==> config.mk <==
export PLATFORM = sky130hd
export DESIGN_NAME = regfile_wr_arbiter
export DESIGN_NICKNAME = d
export VERILOG_FILES = /design/src/rtl/regfile_wr_arbiter.sv
export SDC_FILE = /design/constraint.sdc
export NUM_CORES = 1
export LEC_CHECK = 0
export CORE_MARGIN = 1
export CORE_UTILIZATION = 40
export DETAILED_ROUTE_END_ITERATION = 7
export GPL_TIMING_DRIVEN = 0
export PLACE_DENSITY_LB_ADDON = 0.08
export SYNTH_ARGS = -nofsm -noshare
export SYNTH_HDL_FRONTEND = slang
export SYNTH_SLANG_ARGS = --single-unit
export TNS_END_PERCENT = 10
==> constraint.sdc <==
create_clock -name clk -period 3.1 [get_ports clk]
set_input_delay 0.62 -clock clk [delete_from_list [all_inputs] [get_ports clk]]
set_output_delay 0.62 -clock clk [all_outputs]
set_load 0.1 [all_outputs]
==> src/rtl/regfile_wr_arbiter.sv <==
// -----------------------------------------------------------------------------
// regfile_wr_arbiter
//
// Shares the register file's single write port among NUM_REQ writeback
// requesters (ALU, load unit, CSR, ...). A round-robin arbiter picks one valid
// requester per cycle and accepts it through a valid/ready handshake. The
// accepted write is registered onto we/waddr/wdata, so it reaches the register
// file one cycle after the handshake.
//
// A 32-entry pending-write scoreboard (busy) is kept alongside. Decode claims a
// destination register when it issues. The bit clears on the edge where the
// matching write is registered, which is the same edge on which we rises.
// Decode reads in that cycle get the value through the register file's
// write-to-read bypass.
//
// Ports
//   clk          in   rising-edge clock for all state
//   rst          in   asynchronous reset, active-low (0 = reset)
//   req_valid    in   [NUM_REQ]         requester i has a write pending
//   req_addr     in   [NUM_REQ*ADDR_W]  requester i destination, slice i*ADDR_W
//   req_data     in   [NUM_REQ*DATA_W]  requester i data, slice i*DATA_W
//   req_ready    out  [NUM_REQ]         one-hot grant
//   wb_stall     in   accept nothing this cycle
//   claim_valid  in   decode claims claim_addr as an outstanding destination
//   claim_addr   in   [ADDR_W]          register being claimed
//   we           out  register file write enable
//   waddr        out  [ADDR_W]          register file write address
//   wdata        out  [DATA_W]          register file write data
//   busy         out  [32]              pending-write scoreboard, bit 0 tied 0
// -----------------------------------------------------------------------------
module regfile_wr_arbiter #(
    parameter int NUM_REQ = 3,
    parameter int ADDR_W  = 5,
    parameter int DATA_W  = 32
) (
    input  logic                       clk,
    input  logic                       rst,
    input  logic [NUM_REQ-1:0]         req_valid,
    input  logic [NUM_REQ*ADDR_W-1:0]  req_addr,
    input  logic [NUM_REQ*DATA_W-1:0]  req_data,
    output logic [NUM_REQ-1:0]         req_ready,
    input  logic                       wb_stall,
    input  logic                       claim_valid,
    input  logic [ADDR_W-1:0]          claim_addr,
    output logic                       we,
    output logic [ADDR_W-1:0]          waddr,
    output logic [DATA_W-1:0]          wdata,
    output logic [31:0]                busy
);

    localparam int PTR_W = (NUM_REQ > 1) ? $clog2(NUM_REQ) : 1;

    logic [PTR_W-1:0]   rr_ptr;
    logic [PTR_W-1:0]   rr_ptr_nxt;
    logic [PTR_W-1:0]   grant_idx;
    logic               grant_found;
    logic [NUM_REQ-1:0] grant_oh;
    logic               hs;
    logic [ADDR_W-1:0]  grant_addr;
    logic [DATA_W-1:0]  grant_data;
    logic [31:0]        busy_nxt;

    // Round-robin search. The first pass looks at indices at or above rr_ptr.
    // The second pass covers the wrap-around and only wins when the first pass
    // found nothing, which gives the (rr_ptr + k) mod NUM_REQ priority order.
    always_comb begin
        grant_found = 1'b0;
        grant_idx   = '0;
        for (int i = 0; i < NUM_REQ; i++) begin
            if (!grant_found && req_valid[i] && (PTR_W'(i) >= rr_ptr)) begin
                grant_found = 1'b1;
                grant_idx   = PTR_W'(i);
            end
        end
        for (int i = 0; i < NUM_REQ; i++) begin
            if (!grant_found && req_valid[i]) begin
                grant_found = 1'b1;
                grant_idx   = PTR_W'(i);
            end
        end
    end

    always_comb begin
        grant_oh = '0;
        for (int i = 0; i < NUM_REQ; i++) begin
            grant_oh[i] = grant_found && (grant_idx == PTR_W'(i));
        end
    end

    // Ready is gated by reset as well as stall. This keeps a requester from
    // seeing a handshake while the registers are held in reset.
    assign req_ready = (rst && !wb_stall) ? grant_oh : '0;
    assign hs        = |(req_valid & req_ready);

    // One-hot mux of the granted requester's address and data.
    always_comb begin
        grant_addr = '0;
        grant_data = '0;
        for (int i = 0; i < NUM_REQ; i++) begin
            if (grant_oh[i]) begin
                grant_addr = req_addr[i*ADDR_W +: ADDR_W];
                grant_data = req_data[i*DATA_W +: DATA_W];
            end
        end
    end

    assign rr_ptr_nxt = (grant_idx == PTR_W'(NUM_REQ - 1)) ? '0 : grant_idx + 1'b1;

    // The clear is applied before the set, so a claim and a retiring write to
    // the same register in one cycle leave the bit set. That case is a new
    // instruction claiming a register whose older write is just retiring.
    always_comb begin
        busy_nxt = busy;
        if (hs && (grant_addr != '0)) begin
            busy_nxt[grant_addr] = 1'b0;
        end
        if (claim_valid && (claim_addr != '0)) begin
            busy_nxt[claim_addr] = 1'b1;
        end
        busy_nxt[0] = 1'b0;
    end

    always_ff @(posedge clk or negedge rst) begin
        if (!rst) begin
            rr_ptr <= '0;
            we     <= 1'b0;
            waddr  <= '0;
            wdata  <= '0;
            busy   <= '0;
        end else begin
            busy <= busy_nxt;
            if (hs) begin
                rr_ptr <= rr_ptr_nxt;
                // x0 writes complete the handshake but never reach the file.
                we     <= (grant_addr != '0);
                waddr  <= grant_addr;
                wdata  <= grant_data;
            end else begin
                we     <= 1'b0;
            end
        end
    end

endmodule

==> load_flow_metrics.sql, run 1 <==
INSERT INTO impl_metrics (metric_group, metric, value, unit) VALUES
('timing', 'hold_ws', '263', 'ps'),
('hold_path', 'min_delay_path_class', 'in2async', ''),
('drt', 'detail_route.vias_per_cell', '5.48', ''),
('setup_path', 'arrival', '2390', 'ps'),
('global_route', 'maximum_number_of_pins_on_one_net_before_global_route_repair', '73', ''),
('timing', 'max_freq', '333', 'MHz'),
('floorplan', 'die-area', '9960', 'um2'),
('floorplan', 'die_h', '99.8', 'um'),
('status', 'run_status', 'completed', ''),
('timing', 'final_hold_viol_count', '0', ''),
('floorplan', 'i_o_pin_total', '196', ''),
('drt', 'dr_total_vias', '4195', ''),
('yosys', 'ys.warnings.count', '0', ''),
('finish', 'layout.cells.non_filler', '766', ''),
('timing', 'number_of_setup_violations_in_the_final_report', '0', ''),
('yosys', 'syn_area_per_cell', '8.96', 'um2'),
('yosys', 'postSynthCellCount', '427', ''),
('yosys', 'syn-num-nets', '550', ''),
('pwr', 'clockPowerShare', '19.3', '%'),
('timing', 'layout_worst_path_cycle_share', '97.0', '%'),
('global_route', 'grt_first_pass_wirelength', '20300', 'um'),
('yosys', 'ys_ff_latch', '71', ''),
('setup_path', 'path_max_fanout', '19', ''),
('floorplan', 'initial_cell_density_of_the_core', '41.4', '%'),
('clocking', 'cts.htree.levels', '3', ''),
('pwr', 'sw_frac_of_total', '48.8', '%'),
('yosys', 'post-synth-top-area-fraction', '46.4', '%'),
('timing', 'max-slew-margin-rel', '30.0', '%'),
('drt', 'detail_route.wirelength', '12800', 'um'),
('global_route', 'grt_pass1_vias', '4223', ''),
('place', 'place.detailed.hpwl', '9600', 'um'),
('finish', 'layout_cell_share_with_drive_strength_beyond_1', '6.91', '%'),
('floorplan', 'floorplan.die.width', '99.8', 'um'),
('drt', 'ant_nets', '0', ''),
('clocking', 'clk_pin_slew_worst_paths', '90', 'ps'),
('yosys', 'yosysMostFrequentCell', 'sky130_fd_sc_hd__nand2_1', ''),
('setup_path', 'critPathLaunchType', 'input pin', ''),
('place', 'place_congestion', '0.903', ''),
('place', 'detailed_place.area', '5920', 'um2'),
('yosys', 'yosys-top-cells-area', 'sky130_fd_sc_hd__dfrtp_1 46%, sky130_fd_sc_hd__nand2_1 7.1%, sky130_fd_sc_hd__a22oi_1 6.7%', ''),
('pwr', 'ir_worst_vdd', '0.354', 'mV'),
('yosys', 'yosys_most_used_dff', 'sky130_fd_sc_hd__dfrtp_1', ''),
('clocking', 'cts_inserted_buffers', '9', ''),
('pwr', 'power.switching', '1.79', 'mW'),
('pwr', 'static-leakage-power', '2.26', 'nW'),
('drt', 'drc', '0', ''),
('setup_path', 'crit_path_end_kind', 'output pin', ''),
('drt', 'drt_first_iter_violations', '177', ''),
('timing', 'min_period', '3010', 'ps'),
('timing', 'tightest_slew', '1050', 'ps'),
('yosys', 'async_flop_share', '100', '%'),
('yosys', 'netlist_top_cells_count', '72 x sky130_fd_sc_hd__nand2_1, 71 x sky130_fd_sc_hd__dfrtp_1, 38 x sky130_fd_sc_hd__nor2_1, 34 x sky130_fd_sc_hd__a22oi_1, 32 x sky130_fd_sc_hd__a31oi_1', ''),
('finish', 'finalCoreUtilization', '67.0', '%'),
('finish', 'layout.filler_cells', '780', ''),
('setup_path', 'timing.critical_path.required', '2480', 'ps'),
('clocking', 'clk_latency', '360', 'ps'),
('pwr', 'combinational_share_of_power', '50.5', '%'),
('finish', 'fin_area', '6190', 'um2'),
('floorplan', 'placeableCoreArea', '9240', 'um2'),
('timing', 'fin_skew', '19.9', 'ps'),
('finish', 'synthesis_to_finish_area_growth', '61.7', '%'),
('drt', 'wire_per_inst', '16.7', 'um'),
('finish', 'num_antenna_cells', '0', ''),
('pwr', 'internal_power', '1.88', 'mW'),
('place', 'port_buffers', '193', ''),
('pwr', 'power.sequential.fraction', '30.2', '%'),
('floorplan', 'rows', '35', ''),
('setup_path', 'criticalPathCategory', 'in2out', ''),
('yosys', 'mappedNetlistArea', '3830', 'um2'),
('place', 'dpl.cell_count', '749', ''),
('pwr', 'power-per-cell-area', '594', 'nW/um2');
per-layer routing:
| metal | track usage [%] | wire length [um] | vias up |
|---|---|---|---|
| met2 | 45.1 | 6430 | 177 |
| met3 | 6.62 | 968 | 29 |
| met5 | 0 | 0 | - |
| met1 | 30.2 | 5050 | 1974 |
| li1 | - | - | 2015 |
| met4 | 11.0 | 375 | 0 |
sequential cells by signal, summed over array words and instances (netlist names):
name	count
rr_ptr	2
waddr	5
wdata	32
we	1
busy	31
logic make-up after synthesis:
family	count (synthesis)	share of synthesized area, %
flops	71	46.4
compound gates	159	30.6
buf+inv	41	5.10
simple gates	155	17.8
other cells	1	0.0980
power by group through the flow:
stage / combinational [mW] / clock (mW) / sequential (mW)
CTS: 1.83 / 0.718 / 1.11
global placement: 1.81 / 0 / 1.12
detailed placement: 1.82 / 0 / 1.13
floorplan: 0.459 / 0 / 1.92
finish: 1.85 / 0.711 / 1.11
global route: 1.94 / 0.751 / 1.13
cell type report:
class | instances | area, um2 | share of cell area, %
clock buffers | 9 | 124 | 2.00
multi-input cells | 315 | 1910 | 30.9
repair buffers | 195 | 1950 | 31.5
inverters | 4 | 15.0 | 0.243
plain buffers | 36 | 191 | 3.09
flip-flops and latches | 71 | 1780 | 28.7
well taps | 129 | 161 | 2.61
clock inverters | 7 | 60.1 | 0.970
cells in the final DEF (no fill, tap or decap), types with 3 or more instances in the layout:
cell,n
sky130_fd_sc_hd__o21ai_0,20
sky130_fd_sc_hd__nand2b_1,3
sky130_fd_sc_hd__nand3_1,21
sky130_fd_sc_hd__buf_2,5
sky130_fd_sc_hd__clkbuf_8,9
sky130_fd_sc_hd__o31a_1,12
sky130_fd_sc_hd__inv_6,3
sky130_fd_sc_hd__inv_1,4
sky130_fd_sc_hd__buf_1,4
sky130_fd_sc_hd__nor3b_1,4
sky130_fd_sc_hd__nand2_1,72
sky130_fd_sc_hd__dfrtp_1,71
sky130_fd_sc_hd__a31oi_1,32
sky130_fd_sc_hd__clkdlybuf4s50_1,189
sky130_fd_sc_hd__clkinvlp_4,3
sky130_fd_sc_hd__nor2_1,38
sky130_fd_sc_hd__clkbuf_1,21
sky130_fd_sc_hd__a221o_1,9
sky130_fd_sc_hd__a22oi_1,34
sky130_fd_sc_hd__o31ai_1,28
sky130_fd_sc_hd__buf_4,4
sky130_fd_sc_hd__a211oi_1,8
sky130_fd_sc_hd__a311o_1,4
sky130_fd_sc_hd__buf_6,5
path summary, 6_finish.rpt:
path | from | slack [ps] | cells past startpoint | to
min reg2reg | waddr[0] | 490 | 2 | waddr[0]
max reg2reg | rr_ptr[0] | 470 | 8 | busy[21]
max | req_valid[0] | 90 | 7 | req_ready[2]
min in group clk | waddr[0] | 490 | 2 | waddr[0]
min | rst | 260 | 1 | busy[18]
max in group asynchronous | rst | 2360 | 1 | wdata[11]
worst max-delay path: stages:
cell                              delay, ps
sky130_fd_sc_hd__clkdlybuf4s50_1        430
sky130_fd_sc_hd__or2_2                  310
sky130_fd_sc_hd__buf_6                  140
sky130_fd_sc_hd__a31oi_4                310
sky130_fd_sc_hd__buf_12                 210
sky130_fd_sc_hd__nor2b_4                170
sky130_fd_sc_hd__buf_12                 190
stage by stage:
stage / total power [mW] / setup WS, ps / TNS [ps]
floorplan: 2.38 / -359 / -407
global placement: 2.93 / -3080 / -245910
detailed placement: 2.95 / -1450 / -12270
CTS: 3.66 / -45.3 / -172
global route: 3.82 / 17.0 / 0
finish: 3.68 / 94.0 / 0
repair_timing:
action / 4_1_cts / 5_1_grt
hold endpoints to repair: 0 / 0
pin swaps: 1 / 1
resized for setup: 22 / 12
buffers inserted: 2 / 0
hold buffers: 0 / 0
endpoints found under the setup margin: 11 / 30
Note: power is estimated with default switching activity, not from simulation.
==> run 2: changes to the inputs <==
--- a/config.mk
+++ b/config.mk
@@ -7,6 +7,7 @@
 export LEC_CHECK = 0
 export CORE_MARGIN = 1
 export CORE_UTILIZATION = 40
+export CTS_CLUSTER_SIZE = 14
 export DETAILED_ROUTE_END_ITERATION = 7
 export GPL_TIMING_DRIVEN = 0
 export PLACE_DENSITY_LB_ADDON = 0.08
==> results of run 2 <==
No change in the layout: final DEF, timing and power equal those of run 1.
